$ cat config.mk
export PLATFORM = sky130hd
export DESIGN_NAME = gps_navi_bit_scheduler
export DESIGN_NICKNAME = d
export VERILOG_FILES = /design/src/rtl/gps_navi_bit_scheduler.sv
export SDC_FILE = /design/constraint.sdc
export NUM_CORES = 1
export LEC_CHECK = 0
export CAP_MARGIN = 15
export CORE_ASPECT_RATIO = 0.9
export CORE_MARGIN = 2
export CORE_UTILIZATION = 54
export DETAILED_ROUTE_END_ITERATION = 6
export PLACE_DENSITY = 0.85
export SYNTH_ARGS = -nofsm -noshare
export SYNTH_HDL_FRONTEND = slang
export SYNTH_SLANG_ARGS = --single-unit
$ cat constraint.sdc
create_clock -name clk -period 2.8 [get_ports clk]
set_clock_uncertainty 0.15 [all_clocks]
set_input_delay 0.56 -clock clk [delete_from_list [all_inputs] [get_ports clk]]
set_output_delay 0.56 -clock clk [all_outputs]
set_load 0.02 [all_outputs]
$ cat src/rtl/gps_navi_bit_scheduler.sv
// rtl/gps_navi_bit_scheduler.sv - GPS navigation bit scheduler: word buffering, bit shifting, NCO gating
module gps_navi_bit_scheduler #(
    parameter int BITS_PER_WORD       = 30,
    parameter int WORDS_PER_SUBFRAME  = 10,
    parameter int SUBFRAMES_PER_FRAME = 5
) (
    input  logic                     clk,
    input  logic                     rst,
    input  logic                     start,
    input  logic                     stop,
    input  logic                     chip_tick,
    input  logic [BITS_PER_WORD-1:0] word_data,
    input  logic                     word_valid,
    output logic                     word_ready,
    output logic                     nco_send_en,
    output logic                     nco_enable,
    input  logic                     navi_tick,
    output logic                     nav_bit,
    output logic                     bit_strobe,
    output logic [3:0]               word_cnt,
    output logic [2:0]               subframe_cnt,
    output logic                     frame_start,
    output logic                     busy,
    output logic                     underrun
);

    localparam int BIT_W = $clog2(BITS_PER_WORD);

    typedef enum logic [1:0] {
        S_IDLE      = 2'd0,
        S_WAIT_DATA = 2'd1,
        S_RUN       = 2'd2
    } state_t;

    state_t                   state_q, state_d;
    logic                     alive_q;
    logic [BITS_PER_WORD-1:0] hold_q, hold_d;
    logic                     hold_full_q, hold_full_d;
    logic [BITS_PER_WORD-1:0] shift_q, shift_d;
    logic [BIT_W-1:0]         bit_idx_q, bit_idx_d;
    logic [3:0]               word_cnt_q, word_cnt_d;
    logic [2:0]               subframe_cnt_q, subframe_cnt_d;
    logic                     underrun_q, underrun_d;
    logic                     bit_strobe_q, bit_strobe_d;
    logic                     frame_start_q, frame_start_d;
    logic                     tick_prev_q;

    logic handshake;
    logic tick_ev;
    logic load_first;

    // word_ready stays low until the first clock after reset release
    assign word_ready = alive_q && !hold_full_q;
    assign handshake  = word_valid && word_ready;
    assign tick_ev    = navi_tick && !tick_prev_q;
    assign load_first = !stop && hold_full_q &&
                        ((state_q == S_IDLE && start) || state_q == S_WAIT_DATA);

    always_ff @(posedge clk or negedge rst) begin
        if (!rst) begin
            state_q <= S_IDLE;
        end else begin
            state_q <= state_d;
        end
    end

    always_comb begin
        state_d = state_q;
        if (stop) begin
            state_d = S_IDLE;
        end else begin
            case (state_q)
                S_IDLE:      if (start) state_d = hold_full_q ? S_RUN : S_WAIT_DATA;
                S_WAIT_DATA: if (hold_full_q) state_d = S_RUN;
                S_RUN:       state_d = S_RUN;
                default:     state_d = S_IDLE;
            endcase
        end
    end

    always_comb begin
        nco_send_en = (state_q == S_RUN);
        busy        = (state_q != S_IDLE);
    end

    always_comb begin
        hold_d         = hold_q;
        hold_full_d    = hold_full_q;
        shift_d        = shift_q;
        bit_idx_d      = bit_idx_q;
        word_cnt_d     = word_cnt_q;
        subframe_cnt_d = subframe_cnt_q;
        underrun_d     = underrun_q;
        bit_strobe_d   = 1'b0;
        frame_start_d  = 1'b0;

        if (stop) begin
            hold_full_d    = 1'b0;
            shift_d        = '0;
            bit_idx_d      = '0;
            word_cnt_d     = '0;
            subframe_cnt_d = '0;
        end else begin
            if (handshake) begin
                hold_d      = word_data;
                hold_full_d = 1'b1;
            end
            if (state_q == S_IDLE && start) begin
                underrun_d = 1'b0;
            end
            if (load_first) begin
                shift_d        = hold_q;
                hold_full_d    = 1'b0;
                bit_idx_d      = '0;
                word_cnt_d     = '0;
                subframe_cnt_d = '0;
                bit_strobe_d   = 1'b1;
                frame_start_d  = 1'b1;
            end else if (state_q == S_RUN && tick_ev) begin
                bit_strobe_d = 1'b1;
                if (bit_idx_q != BIT_W'(BITS_PER_WORD - 1)) begin
                    shift_d   = {shift_q[BITS_PER_WORD-2:0], 1'b0};
                    bit_idx_d = bit_idx_q + 1'b1;
                end else begin
                    bit_idx_d = '0;
                    if (word_cnt_q == 4'(WORDS_PER_SUBFRAME - 1)) begin
                        word_cnt_d = '0;
                        if (subframe_cnt_q == 3'(SUBFRAMES_PER_FRAME - 1)) begin
                            subframe_cnt_d = '0;
                            frame_start_d  = 1'b1;
                        end else begin
                            subframe_cnt_d = subframe_cnt_q + 1'b1;
                        end
                    end else begin
                        word_cnt_d = word_cnt_q + 1'b1;
                    end
                    // An empty holding register sends a zero word; the next boundary retries
                    if (hold_full_q) begin
                        shift_d     = hold_q;
                        hold_full_d = 1'b0;
                    end else begin
                        shift_d    = '0;
                        underrun_d = 1'b1;
                    end
                end
            end
        end
    end

    always_ff @(posedge clk or negedge rst) begin
        if (!rst) begin
            alive_q        <= 1'b0;
            hold_q         <= '0;
            hold_full_q    <= 1'b0;
            shift_q        <= '0;
            bit_idx_q      <= '0;
            word_cnt_q     <= '0;
            subframe_cnt_q <= '0;
            underrun_q     <= 1'b0;
            bit_strobe_q   <= 1'b0;
            frame_start_q  <= 1'b0;
            tick_prev_q    <= 1'b0;
        end else begin
            alive_q        <= 1'b1;
            hold_q         <= hold_d;
            hold_full_q    <= hold_full_d;
            shift_q        <= shift_d;
            bit_idx_q      <= bit_idx_d;
            word_cnt_q     <= word_cnt_d;
            subframe_cnt_q <= subframe_cnt_d;
            underrun_q     <= underrun_d;
            bit_strobe_q   <= bit_strobe_d;
            frame_start_q  <= frame_start_d;
            tick_prev_q    <= navi_tick;
        end
    end

    assign nco_enable   = chip_tick && nco_send_en;
    assign nav_bit      = shift_q[BITS_PER_WORD-1];
    assign bit_strobe   = bit_strobe_q;
    assign frame_start  = frame_start_q;
    assign word_cnt     = word_cnt_q;
    assign subframe_cnt = subframe_cnt_q;
    assign underrun     = underrun_q;

endmodule

# Word level (Yosys, flattened, before mapping)
# Cells that the tools add are included.
[op_classes]
addsub = 3
multipliers = 0
div_mod_pow = 0
magnitude_cmp = 0
eq_ne = 8
n_shift = 0
mux = 45
bitwise = 1
reduce_logical = 20
[ops]
columns = ["cell", "n"]
rows = [
  ["two-way mux 30 bit", 5],
  ["two-way mux 1 bit", 20],
  ["two-way mux 4 bit", 5],
  ["two-way mux 5 bit", 4],
  ["two-way mux 3 bit", 6],
  ["!= test 3 bit, second input constant", 3],
  ["logical AND 1 bit", 8],
  ["two-way mux 2 bit", 4],
  ["case mux 2 bit (3 select lines)", 1],
  ["AND reduction 2 bit", 3],
  ["nonzero test 3 bit", 2],
  ["adder 5 x 1 -> 5 bit, second input constant", 1],
  ["!= test 5 bit, second input constant", 1],
  ["adder 4 x 1 -> 4 bit, second input constant", 1],
  ["equality test 4 bit, second input constant", 1],
  ["adder 3 x 1 -> 3 bit, second input constant", 1],
  ["equality test 3 bit, second input constant", 1],
  ["logical NOT 1 bit", 3],
  ["AND reduction 3 bit", 1],
  ["equality test 2 x 1 -> 1 bit, second input constant", 1],
  ["equality test 2 bit, second input constant", 1],
  ["logical NOT 2 bit", 1],
  ["nonzero test 2 bit", 1],
  ["logical OR 1 bit", 1],
  ["inverter 1 bit", 1],
]
[word_totals]
reg_bits = 80
latch_bits = 0
ramBits = 0
mem_bits_ro = 0
inputBits = 37
out_inout_bits = 15
word_cells = 89
mem_count = 0

# Longest topological paths before layout
[logic_depth]
ltp_word = 9
mapped_depth = 8
ltp_nobuf = 7

# Worst setup path before layout
# OpenSTA, ideal clock, no wires.
[synth_timing]
path_type = "register -> register"
start = "reg state_q[0]"
end = "reg subframe_cnt_q[2] (netlist: subframe_cnt[2])"
setup_ns = 0.077
t_arrival_ns = 1.830
required_time_ns = 2.573
path_slack_ns = 0.742
stages_incl_launch_ff = 7
path_buffers = 0
period_less_slack_ns = 2.058
path_cell_list = "dfrtp_1 > inv_1 > ha_1 > nand3b_4 > or3_4 > or3b_1 > a21oi_1"
[synth_between]
word_cells_on_any_way = 13
[synth_lines]
columns = ["element", "line_no", "source"]
rows = [
  ["start: declaration", "35", "state_t state_q, state_d;"],
  ["start signal: assignment", "63", "state_q <= state_d;"],
  ["equality test 2 bit", "--", ""],
  ["via nco_send_en", "15", "output logic nco_send_en,"],
  ["logical AND 1 bit", "119", "end else if (state_q == S_RUN && tick_ev) begin"],
  ["nonzero test 3 bit (no source line)", "--", ""],
  ["AND reduction 3 bit (no source line)", "--", ""],
  ["end signal: assignment", "170", "subframe_cnt_q <= subframe_cnt_d;"],
  ["end: declaration", "42", "logic [2:0] subframe_cnt_q, subframe_cnt_d;"],
]
# The timed path passes the listed nets, and every way through them passes these cells.
# A chain may end at the register's enable or synchronous reset.

# Final worst setup path
[layout_timing]
start = "reg state_q[0]"
end = "out nco_enable"
[layout_between]
elab_chain_cells = 2
[layout_rtl]
columns = ["element", "line_no", "source"]
rows = [
  ["equality test 2 bit", "82", "nco_send_en = (state_q == S_RUN);"],
  ["logical AND 1 bit", "178", "assign nco_enable = chip_tick && nco_send_en;"],
  ["end: declaration", "16", "output logic nco_enable,"],
]
# No other way between the ends.

==> impl_metrics.toml <==
[floorplanning]
fp.dieH_um = 80.9
rows = 28
core-area_mm2 = 0.00648
ios = 52
die_area_mm2 = 0.00724
die_x_um = 89.4
start_util_pct = 54.7

[sta]
setup_viol = 0
min_period_ns = 2.58
period_share_pct = 92.2
fmax_mhz = 387
worst_pin_slew_ns = 0.586
relSlewSlack_pct = 60.9
finalHoldViolations = 0
rsz0062_at_grt = "false"
timing.final.max_slew_violations = 0
tns_ns = 0

[grt]
grt_pass1_vias = 2436
antenna_found_initial = 0
grtUsageTotal_pct = 21.9
grt_first_pass_wirelength_mm = 11.9
grt-ovfl-total = 0
grt_max_degree = 47

[clocking]
hold_buffers = 0
clk_pin_slew_ns = 0.08
cts_resized = 0
clock_latency_ns = 0.35
cts_root_buf = "clkbuf_8"
clock_path_buffers = 2
numCtsBuffers = 9
ctsHtreeMaxLevel = 3
post-cts-setup-buffers = 0
cts_tree = "done"
cts_sinks = 80

[synth]
ys_types = 39
ys_seq_area_share_pct = 56.4
avgSynthCellArea_um2 = 11.4
ys_ff_latch = 80
netlist_instances = 310
yosysWarnings = 0
syn_area_mm2 = 0.00355
synth_fp_nets = 357
synthFlopType = "dfrtp_1"
synth-edff-count = 0
synth-async-reset-ratio_pct = 100

[cells_and_area]
nets = 411
fillCellCount = 475
final_cell_mix = "80 x dfrtp_1, 50 x clkdlybuf4s50_1, 39 x nand2_1, 34 x o21ai_0, 30 x mux2_2"
antenna_cells = 0
final_util_pct = 67.4
syn2layout_area_growth_pct = 23.0
mostFrequentLayoutCell = "dfrtp_1"
drive_gt1_share_pct = 17.1

[power]
powerDensity_mw_per_mm2 = 624
p_leak_nw = 1.85
ir_worst_vdd_mv = 0.439

[route]
drc = 0
wire_per_inst_um = 15.8
first_iter_violations = 215
antenna_left = 0
vias_per_cell = 5.68
drt-pass1-iter-count = 4
num_vias = 2600
routed_wl_mm = 7.25

[critical_path]
startpoint = "state_q[0]$_DFFE_PN0P_"
required_ns = 2.09
path_cells = "inv_1, ha_1, and2_1, clkdlybuf4s50_1"
critPathArrivalTime_ns = 1.87
cp-end-kind = "output pin"
reg2reg_slack_ns = 0.60
startpoint_type = "flop"
crit_type = "reg -> out"
slowest_delay_ns = 0.59
cp_max_fo = 4
crit_slowest_cell = "clkdlybuf4s50_1"
r2r_start = "state_q[0]$_DFFE_PN0P_"

[run_status]
status = "finished clean"

[place]
place_hpwl_mm = 4.94
gp_congestion = 0.745
port_buffers = 51

[run]
maxCapViolations = 0

[min_path]
hold_class = "in -> async"
stage by stage:
| step | cell area (µm²) | power (mW) | instances | worst slack [ns] | hold WS [ns] |
|---|---|---|---|---|---|
| 4_1_cts | 4370 | 2.75 | 458 | 0.199 | 0.0669 |
| 3_5_place_dp | 4170 | 1.92 | 443 | 0.329 | 0.321 |
| 2_1_floorplan | 3550 | 1.70 | 310 | 0.742 | 0.114 |
| 6_report | 4370 | 2.72 | 458 | 0.217 | 0.0604 |
| 5_1_grt | 4370 | 2.88 | 458 | 0.142 | 0.0861 |
| 3_3_place_gp | 4170 | 1.89 | 443 | 0.374 | 0.312 |
sequential cells by signal, summed over array words and instances, names as in the netlist:
signal and cells:
alive_q 1, bit_idx_q 5, bit_strobe 1, frame_start 1
hold_full_q 1, hold_q 30, shift_q 30, state_q 2
subframe_cnt 3, tick_prev_q 1, underrun 1, word_cnt 4
metal layers:
metal,routed length [µm],GRT usage (%),part of all wire [%]
met4,74,5.37,1.0
met5,0,0,0
met1,3230,29.6,45
met3,315,7.62,4.3
met2,3630,34.1,50
power breakdown:
part	total (mW)	leakage, nW	internal [mW]	switching, mW
combinational	0.533	0.710	0.256	0.277
clock	0.823	0.0957	0.411	0.412
sequential	1.37	1.05	1.28	0.0865
total	2.72	1.85	1.95	0.776
critical path: cells and delay by family (launching register included):
family / cells / cell delay, ns
flip-flops: 1 / 0.44
buffers and inverters: 2 / 0.70
adder cells (fa/ha/maj): 1 / 0.25
AND/OR/NAND/NOR: 1 / 0.15
cell usage after synthesis (2+ instances only):
| master | number | share of area, % |
|---|---|---|
| a21o_1 | 2 | 0.42 |
| nor3_1 | 2 | 0.28 |
| or3_1 | 3 | 0.53 |
| o21ai_1 | 3 | 0.42 |
| nor2_1 | 6 | 0.63 |
| dfrtp_1 | 80 | 56 |
| and3b_1 | 2 | 0.49 |
| o21ai_0 | 34 | 4.8 |
| o41ai_1 | 2 | 0.49 |
| o211ai_1 | 3 | 0.63 |
| clkbuf_1 | 4 | 0.42 |
| nand2_1 | 39 | 4.1 |
| or4_1 | 2 | 0.42 |
| mux2i_1 | 2 | 0.56 |
| a22oi_1 | 29 | 6.1 |
| a21oi_1 | 10 | 1.4 |
| nor2b_1 | 2 | 0.35 |
| inv_1 | 11 | 1.2 |
| buf_2 | 13 | 1.8 |
| ha_1 | 10 | 3.5 |
| nand3_1 | 4 | 0.56 |
| mux2_2 | 30 | 9.5 |
layout make-up:
| type | count | area (µm²) | share of cell area (%) |
|---|---|---|---|
| Clock buffer | 9 | 124 | 2.84 |
| Clock inverter | 6 | 68.8 | 1.58 |
| Inverter | 11 | 41.3 | 0.946 |
| Multi-Input combinational cell | 201 | 1420 | 32.6 |
| Sequential cell | 80 | 2000 | 45.9 |
| Tap cell | 90 | 113 | 2.58 |
| Timing Repair Buffer | 61 | 596 | 13.6 |
cells by family after synthesis:
family	Yosys count	synth area share [%]
mux	32	10.1
flops	80	56.4
compound gates	90	16.4
buf+inv	29	3.63
other cells	1	0.106
fa+ha+maj	10	3.53
simple gates	68	9.80
final timing paths:
check	depth (start not counted)	to
hold / removal	1	shift_q[20]$_DFFE_PN0P_
setup / recovery	4	nco_enable
setup reg to reg	6	word_cnt[3]$_DFFE_PN0P_
min in group clk	2	shift_q[22]$_DFFE_PN0P_
hold reg to reg	2	shift_q[22]$_DFFE_PN0P_
max in group asynchronous	2	hold_q[1]$_DFFE_PN0P_
Power figures use the tool's default switching activity.
